===== src/rtl/edge_pkg.sv =====
// rtl/edge_pkg.sv - shared mode encodings and edge/mode matching helper
package edge_pkg;

   localparam logic [1:0] MODE_OFF  = 2'b00;
   localparam logic [1:0] MODE_RISE = 2'b01;
   localparam logic [1:0] MODE_FALL = 2'b10;
   localparam logic [1:0] MODE_BOTH = 2'b11;

   // True when an accepted level change in the given direction should be reported.
   function automatic logic mode_allows(input logic [1:0] mode, input logic rising);
      if (rising) begin
         return (mode == MODE_RISE) || (mode == MODE_BOTH);
      end
      return (mode == MODE_FALL) || (mode == MODE_BOTH);
   endfunction

endpackage


===== src/rtl/edge_detector_multi_if.sv =====
// rtl/edge_detector_multi_if.sv - channel bundle: raw inputs, mode, clear and filtered/event outputs
interface edge_detector_multi_if #(
   parameter int W = 1
);
   logic [W-1:0]   sig_in;
   logic [2*W-1:0] mode;
   logic [W-1:0]   clr;
   logic [W-1:0]   sig_filt;
   logic [W-1:0]   edge_pulse;
   logic [W-1:0]   edge_sticky;

   modport master (
      output sig_in, mode, clr,
      input  sig_filt, edge_pulse, edge_sticky
   );

   modport slave (
      input  sig_in, mode, clr,
      output sig_filt, edge_pulse, edge_sticky
   );
endinterface


===== src/rtl/edge_chan.sv =====
// rtl/edge_chan.sv - one channel: synchroniser, glitch filter, edge detect, sticky flag
module edge_chan
   import edge_pkg::*;
#(
   parameter int SYNC_STAGES = 2,
   parameter int FILTER_LEN  = 4
) (
   input  logic                 clk,
   input  logic                 rst,
   edge_detector_multi_if.slave ch
);

   localparam int CW = $clog2(FILTER_LEN + 1);
   localparam logic [CW-1:0] CNT_LAST = CW'(FILTER_LEN - 1);

   logic [SYNC_STAGES-1:0] sync_q;
   logic [CW-1:0]          cnt_q, cnt_d;
   logic                   filt_q, filt_d;
   logic                   pulse_q, pulse_d;
   logic                   sticky_q, sticky_d;
   logic                   sync_out;
   logic                   differ;
   logic                   accept;

   assign sync_out = sync_q[SYNC_STAGES-1];

   // A change is accepted on the FILTER_LEN-th consecutive disagreeing sample.
   always_comb begin
      differ   = (sync_out != filt_q);
      accept   = differ && (cnt_q == CNT_LAST);
      cnt_d    = '0;
      filt_d   = filt_q;
      pulse_d  = 1'b0;
      sticky_d = sticky_q;
      if (differ && !accept) begin
         cnt_d = cnt_q + CW'(1);
      end
      if (accept) begin
         filt_d  = ~filt_q;
         pulse_d = mode_allows(ch.mode, ~filt_q);
      end
      if (pulse_q) begin
         sticky_d = 1'b1;
      end else if (ch.clr[0]) begin
         sticky_d = 1'b0;
      end
   end

   always_ff @(posedge clk) begin
      if (rst) begin
         sync_q   <= '0;
         cnt_q    <= '0;
         filt_q   <= 1'b0;
         pulse_q  <= 1'b0;
         sticky_q <= 1'b0;
      end else begin
         sync_q   <= {sync_q[SYNC_STAGES-2:0], ch.sig_in[0]};
         cnt_q    <= cnt_d;
         filt_q   <= filt_d;
         pulse_q  <= pulse_d;
         sticky_q <= sticky_d;
      end
   end

   assign ch.sig_filt    = filt_q;
   assign ch.edge_pulse  = pulse_q;
   assign ch.edge_sticky = sticky_q;

endmodule


===== src/rtl/edge_detector_multi.sv =====
// rtl/edge_detector_multi.sv - N_CH independent filtered edge detectors with a combined event output
module edge_detector_multi
   import edge_pkg::*;
#(
   parameter int N_CH        = 8,
   parameter int SYNC_STAGES = 2,
   parameter int FILTER_LEN  = 4
) (
   input  logic              clk,
   input  logic              rst,
   input  logic [N_CH-1:0]   sig_in,
   input  logic [2*N_CH-1:0] mode,
   input  logic [N_CH-1:0]   clr,
   output logic [N_CH-1:0]   sig_filt,
   output logic [N_CH-1:0]   edge_pulse,
   output logic [N_CH-1:0]   edge_sticky,
   output logic              any_edge
);

   for (genvar i = 0; i < N_CH; i++) begin : g_chan
      edge_detector_multi_if #(.W(1)) ch_if ();

      assign ch_if.sig_in   = sig_in[i];
      assign ch_if.mode     = mode[2*i+1:2*i];
      assign ch_if.clr      = clr[i];
      assign sig_filt[i]    = ch_if.sig_filt;
      assign edge_pulse[i]  = ch_if.edge_pulse;
      assign edge_sticky[i] = ch_if.edge_sticky;

      edge_chan #(
         .SYNC_STAGES (SYNC_STAGES),
         .FILTER_LEN  (FILTER_LEN)
      ) u_chan (
         .clk (clk),
         .rst (rst),
         .ch  (ch_if.slave)
      );
   end

   assign any_edge = |edge_pulse;

endmodule


===== config.mk =====
export PLATFORM = sky130hd
export DESIGN_NAME = edge_detector_multi
export DESIGN_NICKNAME = d
export VERILOG_FILES = /design/src/rtl/edge_pkg.sv /design/src/rtl/edge_detector_multi_if.sv /design/src/rtl/edge_chan.sv /design/src/rtl/edge_detector_multi.sv
export SDC_FILE = /design/constraint.sdc
export NUM_CORES = 1
export LEC_CHECK = 0
export ABC_AREA = 0
export BUFFER_PORTS_ARGS = -buffer_cell sky130_fd_sc_hd__buf_2
export CELL_PAD_IN_SITES_DETAIL_PLACEMENT = 0
export CELL_PAD_IN_SITES_GLOBAL_PLACEMENT = 2
export CORE_UTILIZATION = 33
export CTS_CLUSTER_SIZE = 20
export DETAILED_ROUTE_END_ITERATION = 6
export GPL_TIMING_DRIVEN = 1
export PLACE_DENSITY = 0.87
export SETUP_SLACK_MARGIN = 0.2
export SYNTH_ARGS = -nofsm -noshare
export SYNTH_HDL_FRONTEND = slang
export SYNTH_HIERARCHICAL = 1
export SYNTH_SLANG_ARGS = --single-unit

===== constraint.sdc =====
create_clock -name clk -period 1.2 [get_ports clk]
set_input_delay 0.06 -clock clk [delete_from_list [all_inputs] [get_ports clk]]
set_output_delay 0.06 -clock clk [all_outputs]
set_load 0.02 [all_outputs]

==> reports/qor.csv <==
metric,value,unit
cp_data_required_time,1140,ps
rsz0062_at_grt,yes,
ys_types,14,
syn2layout_area_growth,49.38,%
holdCritPathClass,in -> reg,
fin_skew,4.859,ps
antenna_found_initial,0,
setup_tns,-115.8,ps
remaining_drc_errors,0,
hold_violations,0,
r2r_slack,150,ps
fp.dieW,89.71,microns
synth_top_area_cell,dfxtp_1,
timing.rr.start,g_chan[7].u_chan/cnt_q[1],
clk_latency,320,ps
nets,367,
power.density,1057,nW/um^2
dp_cells,370,
io_buffers,58,
drtIter0Drc,28,
worst_slack,-115.8,ps
p_int,3.174,mW
outcome,finished with violations,
initial_utilization,34.63,%
max_slew.worst_pin.slew,437.6,ps
maxCapViolations,0,
syn_avg_cell_area,10.80,sq um
slew_headroom,70.68,%
ys.warnings.count,6,
std_cell_rows,31,
cts_tree,yes,
num_vias,1832,
synth_nets,285,
synth_area_leaders,"dfxtp_1, ha_1, buf_4, nand3b_1, nor4b_2",
worstSetupPathType,reg -> out,
ys_seq_area_share,50.47,%
critPathLaunchType,flop,
drv_slew,0,
peakVddDrop,0.0007987,V
worst-path-max-fanout,3,
worst-path-buf-inv,2,
grt-ovfl-total,0,
power_frac_clock,39.1,%
grt_pass1_vias,1782,
antenna_cells,0,
grt_max_degree,65,
critPathCaptureType,primary output,
coreArea,7331,sq um
wl,4.693,mm
cts_max_path_buffers,2,
syn-cell-area,2539,sq um
place_congestion,0.6655,
grt_pass1_wl,7.707,mm
violations,setup timing,
dr.pass1.iters,4,
die_y,89.71,microns
h-tree-depth,3,
p_seq_share,54.4,%
synth_top_area_share,50.47,%
period_minus_slack,1316,ps
finalNonFillerCells,420,
p_comb_share,6.5,%
grt_use_total,12.12,%
drt.antenna.violating_nets,0,
critPathLaunch,g_chan[5].u_chan/ch.edge_pulse,
dieArea,8048,sq um
fillers,658,
cp.arrival,1260,ps
io_pins,59,
leakage,1.345,nW
switching_share,20.82,%
p_switching,834.6,uW
hold_path.startpoint,mode[10],
vias_per_cell,4.362,
netlist_instances,235,
cts-root-buf,clkbuf_8,
cts_sinks,64,
max_freq,760.0,MHz
finalSetupViolations,1,
tritoncts.num_buffers,9,
drive_above_1_share,48.29,%
path_clk_slew,60,ps
fin_util,51.73,%
crit_path_cell_trace,"nor4_4, buf_4, nand2_2, buf_6",
wire_per_inst,11.17,microns
ys_seq_elements,64,
critPathTopFamily,flip-flops,
critical-path-max-stage-delay,340,ps
place_ws,133.5,ps
slowest_stage,dfxtp_2,
hpwl,2.713,mm
post-route-period-util,109.6,%
==> path summary, 6_finish.rpt <==
kind / endpoint / cells past startpoint
worst min register to register: g_chan[7].u_chan/sync_q[1] / 1
worst max-delay path: any_edge / 4
worst min-delay path: g_chan[5].u_chan/ch.edge_pulse / 3
worst max register to register: g_chan[7].u_chan/ch.sig_filt / 4
==> cell usage after synthesis (all sizes together) <==
master	count
nand2b	16
xnor2	8
nor2b	16
buf	24
ha	16
nand2	1
dfxtp	64
mux2i	8
nand3b	16
nor4	18
a21oi	16
nor2	8
nor4b	8
inv	16
==> cells in the final DEF, fill, tap and decap left out, drive strengths merged <==
cell          n
xnor2         8
mux2i         8
inv          16
nand2b       16
nand2         1
nand3b       16
clkbuf       15
ha           16
nor4         18
nor2          8
nor2b        16
dfxtp        64
buf          67
a21oi        16
dlygate4sd3  28
nor4b         8
==> logic make-up after synthesis <==
| family | after synthesis | share of synthesized area (%) |
|---|---|---|
| flops | 64 | 50.47 |
| mux | 8 | 3.154 |
| buf+inv | 40 | 9.463 |
| compound gates | 16 | 3.154 |
| fa+ha+maj | 16 | 7.886 |
| xor+xnor | 8 | 2.760 |
| simple gates | 83 | 23.12 |
==> timing repair <==
action                                  in CTS  in global routing
endpoints found under the hold margin       22                  0
buffers inserted                             6                  1
pin swaps                                   22                  6
hold buffers                                28                  0
gates resized for setup                     47                 31
endpoints found under the setup margin      37                 37
==> state kept, by name, indices dropped and copies added, names as in the netlist <==
name                          count
g_chan.u_chan/ch.edge_pulse       8
g_chan.u_chan/ch.edge_sticky      8
g_chan.u_chan/ch.sig_filt         8
g_chan.u_chan/cnt_q              24
g_chan.u_chan/sync_q             16
==> layout make-up <==
cell class | count | area (sq um) | share of cell area (%)
multi-input cells | 131 | 1453 | 38.30
flip-flops and latches | 64 | 1320 | 34.81
well taps | 99 | 123.9 | 3.266
clock buffers | 15 | 166.4 | 4.388
repair buffers | 95 | 669.4 | 17.65
inverters | 16 | 60.06 | 1.584
==> per-stage QoR <==
| step | instance area [sq um] | power [mW] | hold slack [ps] |
|---|---|---|---|
| floorplan | 2659 | 2.275 | 129.1 |
| global placement | 2920 | 2.375 | 273.4 |
| detailed placement | 2920 | 2.378 | 276.4 |
| CTS | 3623 | 4.077 | 0.5590 |
| global route | 3792 | 4.217 | 3.406 |
| finish | 3792 | 4.009 | 16.76 |
==> metal layers <==
metal	global-route usage [%]	wire length [microns]	up-vias
met2	19.04	2144	51
met1	14.29	2227	824
met4	7.787	95	0
met3	3.807	226	8
li1	-	-	949
met5	0	0	-
==> worst reg2reg max path, delay by kind of cell, from the launching register on <==
kind	cells	cell delay, ps
flip-flops	1	340
multiplexers	1	200
adder cells (fa/ha/maj)	2	340
AND/OR/NAND/NOR	1	60
==> power groups by stage <==
stage | registers [mW] | logic (mW) | clock network (mW)
after floorplan | 2.22 | 0.0562 | 0
after global placement | 2.22 | 0.153 | 0
after detailed placement | 2.22 | 0.154 | 0
after CTS | 2.18 | 0.242 | 1.65
after global routing | 2.18 | 0.286 | 1.75
final | 2.18 | 0.261 | 1.57
(Power assumes the default switching activity.)
